### src/rtl/minesweeper_input.sv
`default_nettype none
// ============================================================================
// Module   : minesweeper_input
// Purpose  : Button debounce, board cursor and action/ack handshake with a
//            one-deep event hold buffer and saturating drop counter.
// Revision : 1.0
// ============================================================================
module minesweeper_input #(
    parameter int DEBOUNCE_CYCLES = 250000,
    parameter int CNT_W           = 18
) (
    input  logic       CLK,
    input  logic       RESET,
    input  logic [5:0] BTN,
    input  logic [7:0] ack,
    output logic [7:0] action,
    output logic [5:0] cursor,
    output logic [7:0] dropCnt
);

    localparam logic [CNT_W-1:0] C_CNT_MAX = CNT_W'(DEBOUNCE_CYCLES - 1);

    typedef enum logic [1:0] {
        ST_IDLE = 2'd0,
        ST_PEND = 2'd1,
        ST_WREL = 2'd2
    } state_t;

    logic [5:0] press;

    generate
        for (genvar i = 0; i < 6; i++) begin : g_btn
            logic             sync1_q, sync2_q;
            logic             level_q, level_d;
            logic             press_q;
            logic [CNT_W-1:0] cnt_q, cnt_d;

            always_comb begin
                level_d = level_q;
                cnt_d   = '0;
                if (sync2_q != level_q) begin
                    if (cnt_q == C_CNT_MAX) begin
                        level_d = sync2_q;
                    end else begin
                        cnt_d = cnt_q + 1'b1;
                    end
                end
            end

            always_ff @(posedge CLK or posedge RESET) begin
                if (RESET) begin
                    sync1_q <= 1'b0;
                    sync2_q <= 1'b0;
                    level_q <= 1'b0;
                    cnt_q   <= '0;
                    press_q <= 1'b0;
                end else begin
                    sync1_q <= BTN[i];
                    sync2_q <= sync1_q;
                    level_q <= level_d;
                    cnt_q   <= cnt_d;
                    press_q <= level_d & ~level_q;
                end
            end

            assign press[i] = press_q;
        end
    endgenerate

    state_t     state_q, state_d;
    logic [7:0] action_q, action_d;
    logic [5:0] cursor_q, cursor_d;
    logic [7:0] drop_q, drop_d;
    logic [7:0] hold_q, hold_d;
    logic       hold_vld_q, hold_vld_d;

    logic       ack_hi;
    logic       ev_vld;
    logic [7:0] ev_byte;
    logic       ev_taken;
    logic       hold_take;
    logic [1:0] drop_inc;
    logic [8:0] drop_sum;
    logic [1:0] row;
    logic [3:0] col;

    assign ack_hi  = ack[7];
    assign ev_vld  = press[4] | press[5];
    // Open wins a simultaneous open+flag, so the flag bit is set only for flag alone.
    assign ev_byte = {1'b1, ~press[4], cursor_q};
    assign row     = cursor_q[5:4];
    assign col     = cursor_q[3:0];

    logic unused_ack;
    assign unused_ack = ^ack[6:0];

    always_comb begin
        cursor_d = cursor_q;
        if (press[0]) begin
            cursor_d = {row - 2'd1, col};
        end else if (press[1]) begin
            cursor_d = {row + 2'd1, col};
        end else if (press[2]) begin
            cursor_d = {row, col - 4'd1};
        end else if (press[3]) begin
            cursor_d = {row, col + 4'd1};
        end
    end

    always_comb begin
        state_d    = state_q;
        action_d   = action_q;
        hold_d     = hold_q;
        hold_vld_d = hold_vld_q;
        hold_take  = 1'b0;
        ev_taken   = 1'b0;
        drop_inc   = {1'b0, press[4] & press[5]};

        case (state_q)
            ST_IDLE: begin
                if (!ack_hi) begin
                    if (hold_vld_q) begin
                        action_d  = hold_q;
                        hold_take = 1'b1;
                        state_d   = ST_PEND;
                    end else if (ev_vld) begin
                        action_d = ev_byte;
                        ev_taken = 1'b1;
                        state_d  = ST_PEND;
                    end
                end
            end
            ST_PEND: begin
                if (ack_hi) begin
                    action_d = 8'd0;
                    state_d  = ST_WREL;
                end
            end
            ST_WREL: begin
                if (!ack_hi) begin
                    state_d = ST_IDLE;
                end
            end
            default: begin
                action_d = 8'd0;
                state_d  = ST_IDLE;
            end
        endcase

        if (hold_take) begin
            hold_vld_d = 1'b0;
        end
        // A slot freed this cycle can accept the new event immediately.
        if (ev_vld && !ev_taken) begin
            if (!hold_vld_q || hold_take) begin
                hold_d     = ev_byte;
                hold_vld_d = 1'b1;
            end else begin
                drop_inc = drop_inc + 2'd1;
            end
        end

        drop_sum = {1'b0, drop_q} + {7'd0, drop_inc};
        drop_d   = drop_sum[8] ? 8'hFF : drop_sum[7:0];
    end

    always_ff @(posedge CLK or posedge RESET) begin
        if (RESET) begin
            state_q    <= ST_IDLE;
            action_q   <= 8'd0;
            cursor_q   <= 6'd0;
            drop_q     <= 8'd0;
            hold_q     <= 8'd0;
            hold_vld_q <= 1'b0;
        end else begin
            state_q    <= state_d;
            action_q   <= action_d;
            cursor_q   <= cursor_d;
            drop_q     <= drop_d;
            hold_q     <= hold_d;
            hold_vld_q <= hold_vld_d;
        end
    end

    assign action  = action_q;
    assign cursor  = cursor_q;
    assign dropCnt = drop_q;

endmodule
`default_nettype wire

### config.mk
export PLATFORM = sky130hd
export DESIGN_NAME = minesweeper_input
export DESIGN_NICKNAME = d
export VERILOG_FILES = /design/src/rtl/minesweeper_input.sv
export SDC_FILE = /design/constraint.sdc
export NUM_CORES = 1
export LEC_CHECK = 0
export ABC_CLOCK_PERIOD_IN_PS = 14900
export BUFFER_PORTS_ARGS = -buffer_cell sky130_fd_sc_hd__buf_2
export CAP_MARGIN = 0
export CORE_UTILIZATION = 31
export DETAILED_ROUTE_END_ITERATION = 10
export PLACE_DENSITY_LB_ADDON = 0.25
export SYNTH_ARGS = -nofsm -noshare
export SYNTH_HDL_FRONTEND = slang
export SYNTH_SLANG_ARGS = --single-unit
### constraint.sdc
create_clock -name CLK -period 14.9 [get_ports CLK]
set_clock_uncertainty 0.1 [all_clocks]
set_input_delay 1.49 -clock CLK [delete_from_list [all_inputs] [get_ports CLK]]
set_output_delay 1.49 -clock CLK [all_outputs]
set_load 0.005 [all_outputs]
### Word-level counts from Yosys, hierarchy flattened

Cells that the tools add are included.

* bits in registers: 165
* bits of input ports: 16
* word-level logic and storage cells: 148

* add/subtract/negate cells: 12
* eq/ne operators: 18
* mux-type cells: 52
* bitwise logic cells: 18
* reduce and logical (&&, ||, !) cells: 11

Operators with widths (count)
* 18-bit two-way mux: 12
* 18-bit by 1-bit adder with 18-bit output (second input constant): 6
* 18-bit == test (second input constant): 6
* 8-bit two-way mux: 5
* 8-bit one-hot mux with 3 select lines: 1
* 1-bit two-way mux: 22
* 2-bit two-way mux: 7
* 6-bit two-way mux: 2
* 1-bit NOT: 10
* 8-bit by 2-bit adder with 9-bit output: 1
* 4-bit two-way mux: 2
* 4-bit AND reduction: 2
* 1-bit AND: 7
* 1-bit != test: 6
* 2-bit != test (second input constant): 3
* 2-bit one-hot mux with 3 select lines: 1
* 4-bit by 1-bit adder with 4-bit output (second input constant): 1
* 2-bit nonzero test: 2
* 4-bit by 1-bit subtractor with 4-bit output (second input constant): 1
* 3-bit != test (second input constant): 1
* 3-bit AND reduction: 1
* 1-bit by 1-bit adder with 2-bit output (second input constant): 1
* 2-bit by 1-bit adder with 2-bit output (second input constant): 1
* 2-bit by 1-bit == test with 1-bit output (second input constant): 1
* other kinds (8): 9

### Depth between registers and ports, before layout

* depth after elaboration: 10
* mapped depth: 13

### Worst setup path after synthesis

Ideal clock, no wire load.

* path type: input to register
* start: in ack[7]
* end: reg drop_q[0] (netlist: dropCnt[0])
* setup time: 0.070 ns
* data arrival time: 3.394 ns
* data required time: 14.730 ns
* setup slack: 11.336 ns
* stages: 11
* path buffers: 0
* path through: o21a_1 -> ha_1 -> mux2i_1 -> o22ai_1 -> ha_1 -> inv_1 -> fa_1 -> nand2b_1 -> nor2_1 -> nand3_1 -> nand2b_1

* cells in the longest elaborated chain, start to end: 7
* elaborated cells between the ends (all ways): 11

Ends and longest elaborated chain
* from (decl): RTL line 15 `input logic [7:0] ack,`
* 1-bit two-way mux: RTL line 121 `if (!ack_hi) begin`
* 1-bit two-way mux: RTL line 119 `case (state_q)`
* 1-bit logical OR / 1-bit logical NOT (equally long branches): RTL line 155, 154
* 2-bit two-way mux / 1-bit logical AND (equally long branches): RTL line 155, 154
* 2-bit two-way mux *: RTL line 154 `if (ev_vld && !ev_taken) begin`
* 8-bit by 2-bit adder with 9-bit output *: RTL line 163 `drop_sum = {1'b0, drop_q} + {7'd0, drop_inc};`
* 8-bit two-way mux *: RTL line 164 `drop_d = drop_sum[8] ? 8'hFF : drop_sum[7:0];`
* named net drop_d[0]: RTL line 73 `logic [7:0] drop_q, drop_d;`
* to (signal assigned): RTL line 179 `drop_q <= drop_d;`
* to (decl): RTL line 73

Mark *: on every way through the listed nets, which the timed path passes. The rest lies on a longest branch.
A chain may end at the register's enable or synchronous reset.

### Worst setup path after layout

Ends and elaborated chain as after synthesis.

==> run metrics <==
clk sinks 165; HPWL after DPL 9860 um; Finished Cell Area 8950 sq um; worst rel slew slack 0.323; Routed Antenna Nets 0; gpl congestion 0.753; post-place instance area 8390 sq um; Yosys cell types 52; # diodes 0; Post-Syn Nets 779; I/O Buffers 30; sequential area share after synthesis 0.524; Int Pwr 0.700 mW; vias in the first global route 5327; setup TNS 0 ns; FP Rows 57; clk buf depth 2; Psw 0.203 mW; share of cells above drive strength 1 0.130; total number of yosys warnings 0; Synth top cells by count 165 x dfrtp_1, 124 x nor2_1, 69 x xnor2_1; Root Driver clkbuf_16; Hold EP g_btn[0].sync2_q; Mean Syn Cell Area 10.5 sq um; Setup Buffers After CTS 0; vias 5402; CTS tree built; DR pass1 iterations 6; cts bufs inserted 17; final setup fails 0; Detailed Route WL 14800 um; number of gates resized after cts 0; Crit Path Category input port to register; Starting Density 0.320; Reg power frac 0.509; status finished, final reports clean; fin crit period 3.66 ns; Crit Path Max Fanout 6; chip width 161 um; Die Y 161 um; startpoint type of the worst setup path input port; FILL cells 2506; first-pass GRT wire length 25900 um; Main synth FF type dfrtp_1; HP Start g_btn[0].sync1_q; I/O pins 38; gr usage total 0.123; Min Hold Slack 0.248 ns; CP arrival 3.91 ns; largest net degree at the start of global routing 94; Reg clk slew, reported paths 0.06 ns; Crit path required time 15.15 ns; RSZ-0062 raised after global routing no; Post-Synthesis Cells 750; Clk pwr share 0.463; Synth area leaders dfrtp_1 52%, xnor2_1 7.7%, nor2_1 5.9%; R2R cell count 11; drt wl/cell 13.2 um; max-slew violations 0; part of the cycle the worst path needs 0.245; reg2reg end dropCnt[0]; # DRC 0; Reg-to-Reg Start state_q[0]; H-tree depth reported by CTS 4; antenna violations before repair 0; area leader, netlist dfrtp_1; Crit. Startpoint ack[7]; f_max 273 MHz; Core Footprint 24600 sq um; Mapped Area 7880 sq um; Hold Vio Cnt, Final 0; Worst-Skew Late Latency 0.42 ns; nets@finish 816; share of synthesized flip-flops with an asynchronous set or reset 1.00; r2r setup slk 11.65 ns; Comb power frac 0.028; Post-synth EDFFs 0; power per cell area 101 nW/um^2; FF+latch count, synth 165; Setup crit end kind register; Hold WC Path Type register to register; Iteration-0 DRC Markers 285; post-synth top area share 0.524; most frequent cell after synthesis dfrtp_1; routed vias/inst 4.81; worst-margin pin slew 1.01 ns; switching portion of total power 0.225; hold depth 0; total grt overflow 0; Die Area 26100 sq um; Static Leakage 3.78 nW; hold buffers post-CTS 0; Peak VDD IR 0.0557 mV; synthesis-to-finish area growth 13.6%; max-cap viol count 0
[cell usage in the layout, fill, tap and decap left out, types with 4 or more instances in the layout]
cell type / Yosys / layout
and3_1: 6 / 6
nor2b_1: 4 / 4
dfrtp_1: 165 / 165
nor4_1: 35 / 35
ha_1: 11 / 11
nand3_1: 42 / 42
mux2_2: 21 / 21
mux2i_1: 10 / 10
or4_1: 8 / 8
nand2_1: 36 / 36
o31ai_1: 4 / 4
clkbuf_16: 0 / 17
nor4bb_1: 4 / 4
xnor2_1: 69 / 69
nand4_1: 30 / 30
xor2_1: 30 / 30
a21oi_1: 14 / 14
nor3_1: 25 / 25
nor2_1: 124 / 124
o21ai_0: 10 / 10
and3b_1: 5 / 5
inv_1: 34 / 33
buf_2: 4 / 30
buf_4: 7 / 4
[power by group through the flow]
| stage | Combinational (mW) | Sequential [mW] | Clock, mW |
|---|---|---|---|
| 4_1_cts | 0.0270 | 0.460 | 0.433 |
| 3_5_place_dp | 0.0270 | 0.468 | 0 |
| 3_3_place_gp | 0.0268 | 0.468 | 0 |
| 6_report | 0.0255 | 0.460 | 0.418 |
| 5_1_grt | 0.0304 | 0.460 | 0.452 |
| 2_1_floorplan | 0.0188 | 0.467 | 0 |
[worst max-delay path by stage]
stage	endpoint	slack, ns	depth (start not counted)
3_5_place_dp	dropCnt[0]	10.83	11
3_3_place_gp	dropCnt[0]	10.83	11
4_1_cts	dropCnt[1]	11.26	11
6_report	dropCnt[0]	11.24	11
5_1_grt	dropCnt[0]	10.94	11
2_1_floorplan	action[0]	8.85	1
[cell type report]
type / count / area, sq um / share of cell area
flip-flops and latches: 165 / 4130 / 0.461
multi-input cells: 535 / 3540 / 0.396
clock buffers: 20 / 457 / 0.0510
well taps: 324 / 405 / 0.0453
repair buffers: 34 / 180 / 0.0201
inverters: 34 / 133 / 0.0148
clock inverters: 11 / 103 / 0.0115
[worst max-delay path, stage by stage]
cell and delay [ns]:
buf_2 0.13, nor3_1 0.50, mux2i_1 0.15, o22ai_1 0.19
ha_1 0.19, inv_1 0.05, fa_1 0.42, nand2b_1 0.19
nor2_1 0.19, nand3_1 0.26, nand2b_1 0.14
[sequential cells by signal, indices dropped and copies added, names as in the netlist]
name and count:
cursor 6, g_btn.press_q 6, dropCnt 8, state_q 2, hold_vld_q 1, g_btn.sync1_q 6, action 8, g_btn.cnt_q 108
hold_q 8, g_btn.level_q 6, g_btn.sync2_q 6
[stage by stage]
step | cells | util | power [mW] | setup WS (ns)
floorplan | 750 | - | 0.486 | 8.85
global placement | 1092 | 0.341 | 0.495 | 10.83
global route | 1123 | 0.364 | 0.942 | 10.94
finish | 1123 | 0.364 | 0.903 | 11.24
CTS | 1123 | 0.364 | 0.920 | 11.26
detailed placement | 1092 | 0.341 | 0.495 | 10.83
[per-layer routing]
layer  part of all wire  vias to the layer above  global-route usage
li1                   -                     2686                   -
met1               0.50                     2644               0.165
met2               0.46                       60               0.194
met3              0.028                       12              0.0300
met4              0.014                        0              0.0412
met5                  0                        -                   0
[kinds of logic after synthesis]
kind of cell    synth area share
compound gates            0.0421
xor+xnor                   0.110
flops                      0.524
fa+ha+maj                 0.0225
buf+inv                   0.0278
mux                       0.0427
simple gates               0.231
No activity file was read; power rests on OpenSTA's default activity.
